<file path="src/rtl/instr_fetch.sv">
// Instruction fetch stage: owns the PC, drives the async ROM address, and hands
// captured words to decode over a valid/ready handshake with jump, halt and wrap support.
module instr_fetch #(
    parameter int                    ROM_WIDTH  = 21,
    parameter int                    ADDR_WIDTH = 16,
    parameter logic [ADDR_WIDTH-1:0] RESET_PC   = '0
) (
    input  logic                  clk,
    input  logic                  rst_n,
    input  logic                  run,
    output logic [ADDR_WIDTH-1:0] rom_addr,
    input  logic [ROM_WIDTH-1:0]  rom_data,
    output logic [ROM_WIDTH-1:0]  ir,
    output logic [ADDR_WIDTH-1:0] ir_pc,
    output logic                  ir_valid,
    input  logic                  ir_ready,
    input  logic                  jump_req,
    input  logic [ADDR_WIDTH-1:0] jump_addr,
    input  logic                  halt,
    output logic                  halted,
    output logic                  pc_wrap
);

    typedef enum logic [1:0] {
        IDLE = 2'd0,
        RUN  = 2'd1,
        HALT = 2'd2
    } state_t;

    state_t                state;
    state_t                state_next;
    logic [ADDR_WIDTH-1:0] pc;
    logic                  do_jump;
    logic                  do_fetch;
    logic                  slot_free;

    assign rom_addr  = pc;
    assign halted    = (state == HALT);
    assign slot_free = !ir_valid || ir_ready;

    always_ff @(posedge clk or negedge rst_n) begin
        if (!rst_n) begin
            state <= IDLE;
        end else begin
            state <= state_next;
        end
    end

    // Priority is halt > jump > fetch; the run level only gates fetching and the IDLE/RUN move.
    always_comb begin
        state_next = state;
        do_jump    = 1'b0;
        do_fetch   = 1'b0;
        case (state)
            IDLE: begin
                if (halt) begin
                    state_next = HALT;
                end else begin
                    if (run) begin
                        state_next = RUN;
                    end
                    do_jump = jump_req;
                end
            end
            RUN: begin
                if (halt) begin
                    state_next = HALT;
                end else begin
                    if (!run) begin
                        state_next = IDLE;
                    end
                    if (jump_req) begin
                        do_jump = 1'b1;
                    end else if (run && slot_free) begin
                        do_fetch = 1'b1;
                    end
                end
            end
            HALT: begin
                state_next = HALT;
            end
            default: begin
                state_next = IDLE;
            end
        endcase
    end

    always_ff @(posedge clk or negedge rst_n) begin
        if (!rst_n) begin
            pc       <= RESET_PC;
            ir       <= '0;
            ir_pc    <= '0;
            ir_valid <= 1'b0;
            pc_wrap  <= 1'b0;
        end else if (state_next == HALT) begin
            ir_valid <= 1'b0;
        end else if (do_jump) begin
            pc       <= jump_addr;
            ir_valid <= 1'b0;
        end else if (do_fetch) begin
            ir       <= rom_data;
            ir_pc    <= pc;
            ir_valid <= 1'b1;
            pc       <= pc + ADDR_WIDTH'(1);
            if (&pc) begin
                pc_wrap <= 1'b1;
            end
        end else if (ir_valid && ir_ready) begin
            // A consumed word with no replacement must not be presented twice.
            ir_valid <= 1'b0;
        end
    end

endmodule

</file>
<file path="config.mk">
export PLATFORM = sky130hd
export DESIGN_NAME = instr_fetch
export DESIGN_NICKNAME = d
export VERILOG_FILES = /design/src/rtl/instr_fetch.sv
export SDC_FILE = /design/constraint.sdc
export NUM_CORES = 1
export LEC_CHECK = 0
export CORE_MARGIN = 2
export CORE_UTILIZATION = 43
export DETAILED_ROUTE_END_ITERATION = 16
export PLACE_DENSITY = 0.82
export REMOVE_ABC_BUFFERS = 1
export SYNTH_ARGS = -nofsm -noshare
export SYNTH_HDL_FRONTEND = slang
export SYNTH_SLANG_ARGS = --single-unit
</file>
<file path="constraint.sdc">
create_clock -name clk -period 2.3 [get_ports clk]
set_input_delay 0.345 -clock clk [delete_from_list [all_inputs] [get_ports clk]]
set_output_delay 0.345 -clock clk [all_outputs]
set_load 0.005 [all_outputs]
</file>
==> results of run 1 <==
[cell families after synthesis]
group	count (synthesis)
AOI/OAI and AO/OA	33
xor gates and xnor gates	3
adders and majority gates	1
buffers and inverters	15
DFF	57
muxes	36
and+or+nand+nor	56
[routing by layer]
layer | global-route usage | up-vias | wire [um]
met3 | 0.0645 | 5 | 449
met4 | 0.0729 | 0 | 54
met1 | 0.226 | 1000 | 2370
met2 | 0.325 | 63 | 2900
li1 | - | 958 | -
met5 | 0 | - | 0
[power by group]
group          internal [W]  total (W)  switching (W)
registers           0.00132    0.00164       0.000312
logic              0.000880    0.00134       0.000461
clock network      0.000528   0.000894       0.000366
total               0.00273    0.00387        0.00114
[final cells by class]
type | instances | area, um^2
clock buffers | 13 | 149
multi-input cells | 129 | 973
clock inverters | 3 | 40.0
flip-flops and latches | 57 | 1430
inverters | 5 | 18.8
repair buffers | 107 | 1060
well taps | 72 | 90.1
fillers | 419 | 1750
[Yosys cell counts]
| cell | count |
|---|---|
| dfrtp_1 | 57 |
| mux2_2 | 35 |
| nor2_1 | 19 |
| a31oi_1 | 12 |
| nand2_1 | 9 |
| o31ai_1 | 9 |
| or4_1 | 9 |
| clkbuf_1 | 7 |
| inv_1 | 5 |
| o21ai_0 | 5 |
| a21oi_1 | 4 |
| and4_1 | 3 |
| nand3_1 | 3 |
| nand4_1 | 3 |
| or3_1 | 3 |
| xor2_1 | 3 |
| and3_1 | 2 |
| buf_2 | 2 |
| a21o_1 | 1 |
| a221oi_1 | 1 |
| a31o_2 | 1 |
| buf_6 | 1 |
| ha_1 | 1 |
| mux2i_1 | 1 |
| nand2b_1 | 1 |
| nand3_2 | 1 |
| nand4_2 | 1 |
| nor2b_1 | 1 |
| nor3b_4 | 1 |
[sequential cells by signal (all words and copies together) (netlist names)]
| signal | flops |
|---|---|
| ir_valid | 1 |
| state | 2 |
| ir | 21 |
| ir_pc | 16 |
| rom_addr | 16 |
| pc_wrap | 1 |
[how the worst max path moves through the flow]
stage | start | endpoint | slack, ns | cells past startpoint
final | halt | rom_addr[13] | 0.31 | 5
after global routing | halt | rom_addr[13] | 0.22 | 5
after CTS | halt | rom_addr[11] | 0.33 | 5
after floorplan | state[1] | rom_addr[8] | -0.01 | 4
after detailed placement | halt | rom_addr[11] | 0.009 | 5
after global placement | halt | rom_addr[15] | 0.09 | 5
[metrics by stage]
step           instance area [um^2]  setup slack [ns]
2_1_floorplan                  2420           -0.0110
3_3_place_gp                   3560            0.0872
3_5_place_dp                   3560           0.00924
4_1_cts                        3750             0.329
5_1_grt                        3750             0.224
6_report                       3750             0.305
==> impl_metrics.py, run 1 <==
metrics = {
    "clock_network": {
        "clk_latency_ns": 0.32,
        "ctsResizeCount": 0,
        "cts_setup_buffers": 0,
        "cts.htree.levels": 3,
        "cts_hold_buf": 0,
        "cts_tree": "yes",
        "clockBufferDepth": 2,
        "cts_buffers": 9,
        "path_clk_slew_ns": 0.06,
        "cts.sinks": 57,
        "clock-root-buffer": "clkbuf_8",
    },
    "timing": {
        "finalSetupViolCount": 0,
        "final.period_utilization": 0.867,
        "setup_tns_ns": 0,
        "slew_violations": 0,
        "skew_ns": 0.00620,
        "slew_headroom": 0.590,
        "rsz0062_at_grt": "false",
        "hold_ws_ns": 0.0358,
        "tightest_slew_ns": 0.615,
        "hold_violations": 0,
        "min_period_ns": 1.99,
        "fmax_mhz": 501,
    },
    "global_routing": {
        "grt_usage": 0.192,
        "antenna_found_initial": 0,
        "grt_pass1_vias": 2043,
        "grt_pass1_wl_um": 9380,
        "grt_overflow": 0,
        "grt_max_degree": 33,
    },
    "worst_setup_path": {
        "reg2reg_slack_ns": 0.40,
        "cpPeakStageDelay_ns": 0.57,
        "cp.arrival_ns": 2.23,
        "cp_num_buf_inv": 1,
        "required_ns": 2.54,
        "crit_family": "simple AND/OR/NAND/NOR gates",
        "cp_slowest_cell": "or4_1",
        "start_kind": "primary input",
        "crit_path_max_fanout": 13,
        "r2r-end": "rom_addr[13]",
        "rr_worst_depth": 4,
        "crit-reg2reg-launch": "state[1]",
        "crit_path_end_kind": "flip-flop",
        "worstSetupPathType": "in -> reg",
        "worstPathCellList": "clkdlybuf4s50_1 > nor3b_4 > nand4_2 > or4_1 > a31oi_1",
    },
    "logic_synthesis": {
        "netlist_area_mm2": 0.00247,
        "synthMuxAreaShare": 0.164,
        "synth_compound_area_frac": 0.0863,
        "synth_top_area_cell": "dfrtp_1",
        "yosys.area_share.adder": 0.00507,
        "syn_avg_cell_area_um2": 12.3,
        "syn_inst": 201,
        "synthXorXnorAreaFrac": 0.0107,
        "synth_top_family_by_area": "multiplexers",
        "yosys.area_share.simple": 0.129,
        "ys_warn_count": 0,
        "synth_seq_cells": 57,
        "synthTopCellsByArea": "dfrtp_1 58%, mux2_2 16%, a31oi_1 3.0%",
        "synth_top_area_frac": 0.578,
        "synth_cell_types": 29,
        "seq_area_frac_synth": 0.578,
    },
    "layout": {
        "mostFrequentLayoutCell": "clkdlybuf4s50_1",
        "final_util": 0.682,
        "area_delta_synth_final_pct": 52.2,
        "layout_common_cells": "97 x clkdlybuf4s50_1, 57 x dfrtp_1, 35 x mux2_2, 19 x nor2_1, 12 x a31oi_1",
        "antenna_cells": 0,
        "finalNonFillerCells": 386,
        "drive_gt1_frac": 0.197,
        "layout.nets": 353,
    },
    "floorplanning": {
        "initial_utilization": 0.448,
        "fp.dieW_um": 79.7,
        "io_pins": 99,
        "fp.coreArea_mm2": 0.00551,
        "floorplan.die.height_um": 79.7,
        "dieArea_mm2": 0.00636,
        "num_rows": 27,
    },
    "route": {
        "viasPerCell": 5.25,
        "drt-total-wl_um": 5770,
        "vias": 2026,
        "drc_errors": 0,
        "drt_pass1_iterations": 6,
        "postRouteAntennaNets": 0,
        "drt-wirelength-per-cell_um": 15.0,
        "drt_iter0_markers": 80,
    },
    "place": {
        "numPlacedInstances": 370,
        "portBuffers": 98,
        "place.gp.congestion": 0.788,
        "dp_hpwl_um": 4190,
    },
    "flow_run": {
        "max-cap-violations": 0,
    },
    "worst_hold_path": {
        "min_path_type": "in -> async",
    },
    "outcome": {
        "outcome": "complete, no violations",
    },
    "pwr": {
        "powerDensity_mw_per_mm2": 1030,
        "ir_drop_v": 0.000559,
        "leakagePower_nw": 1.66,
        "power_w": 0.00387,
    },
}
(Power assumes the default switching activity.)
==> run 2, diff against run 1 <==
- TNS_END_PERCENT: unset -> 100
==> results of run 2 <==
Final layout, timing and power as in run 1 (identical DEF).
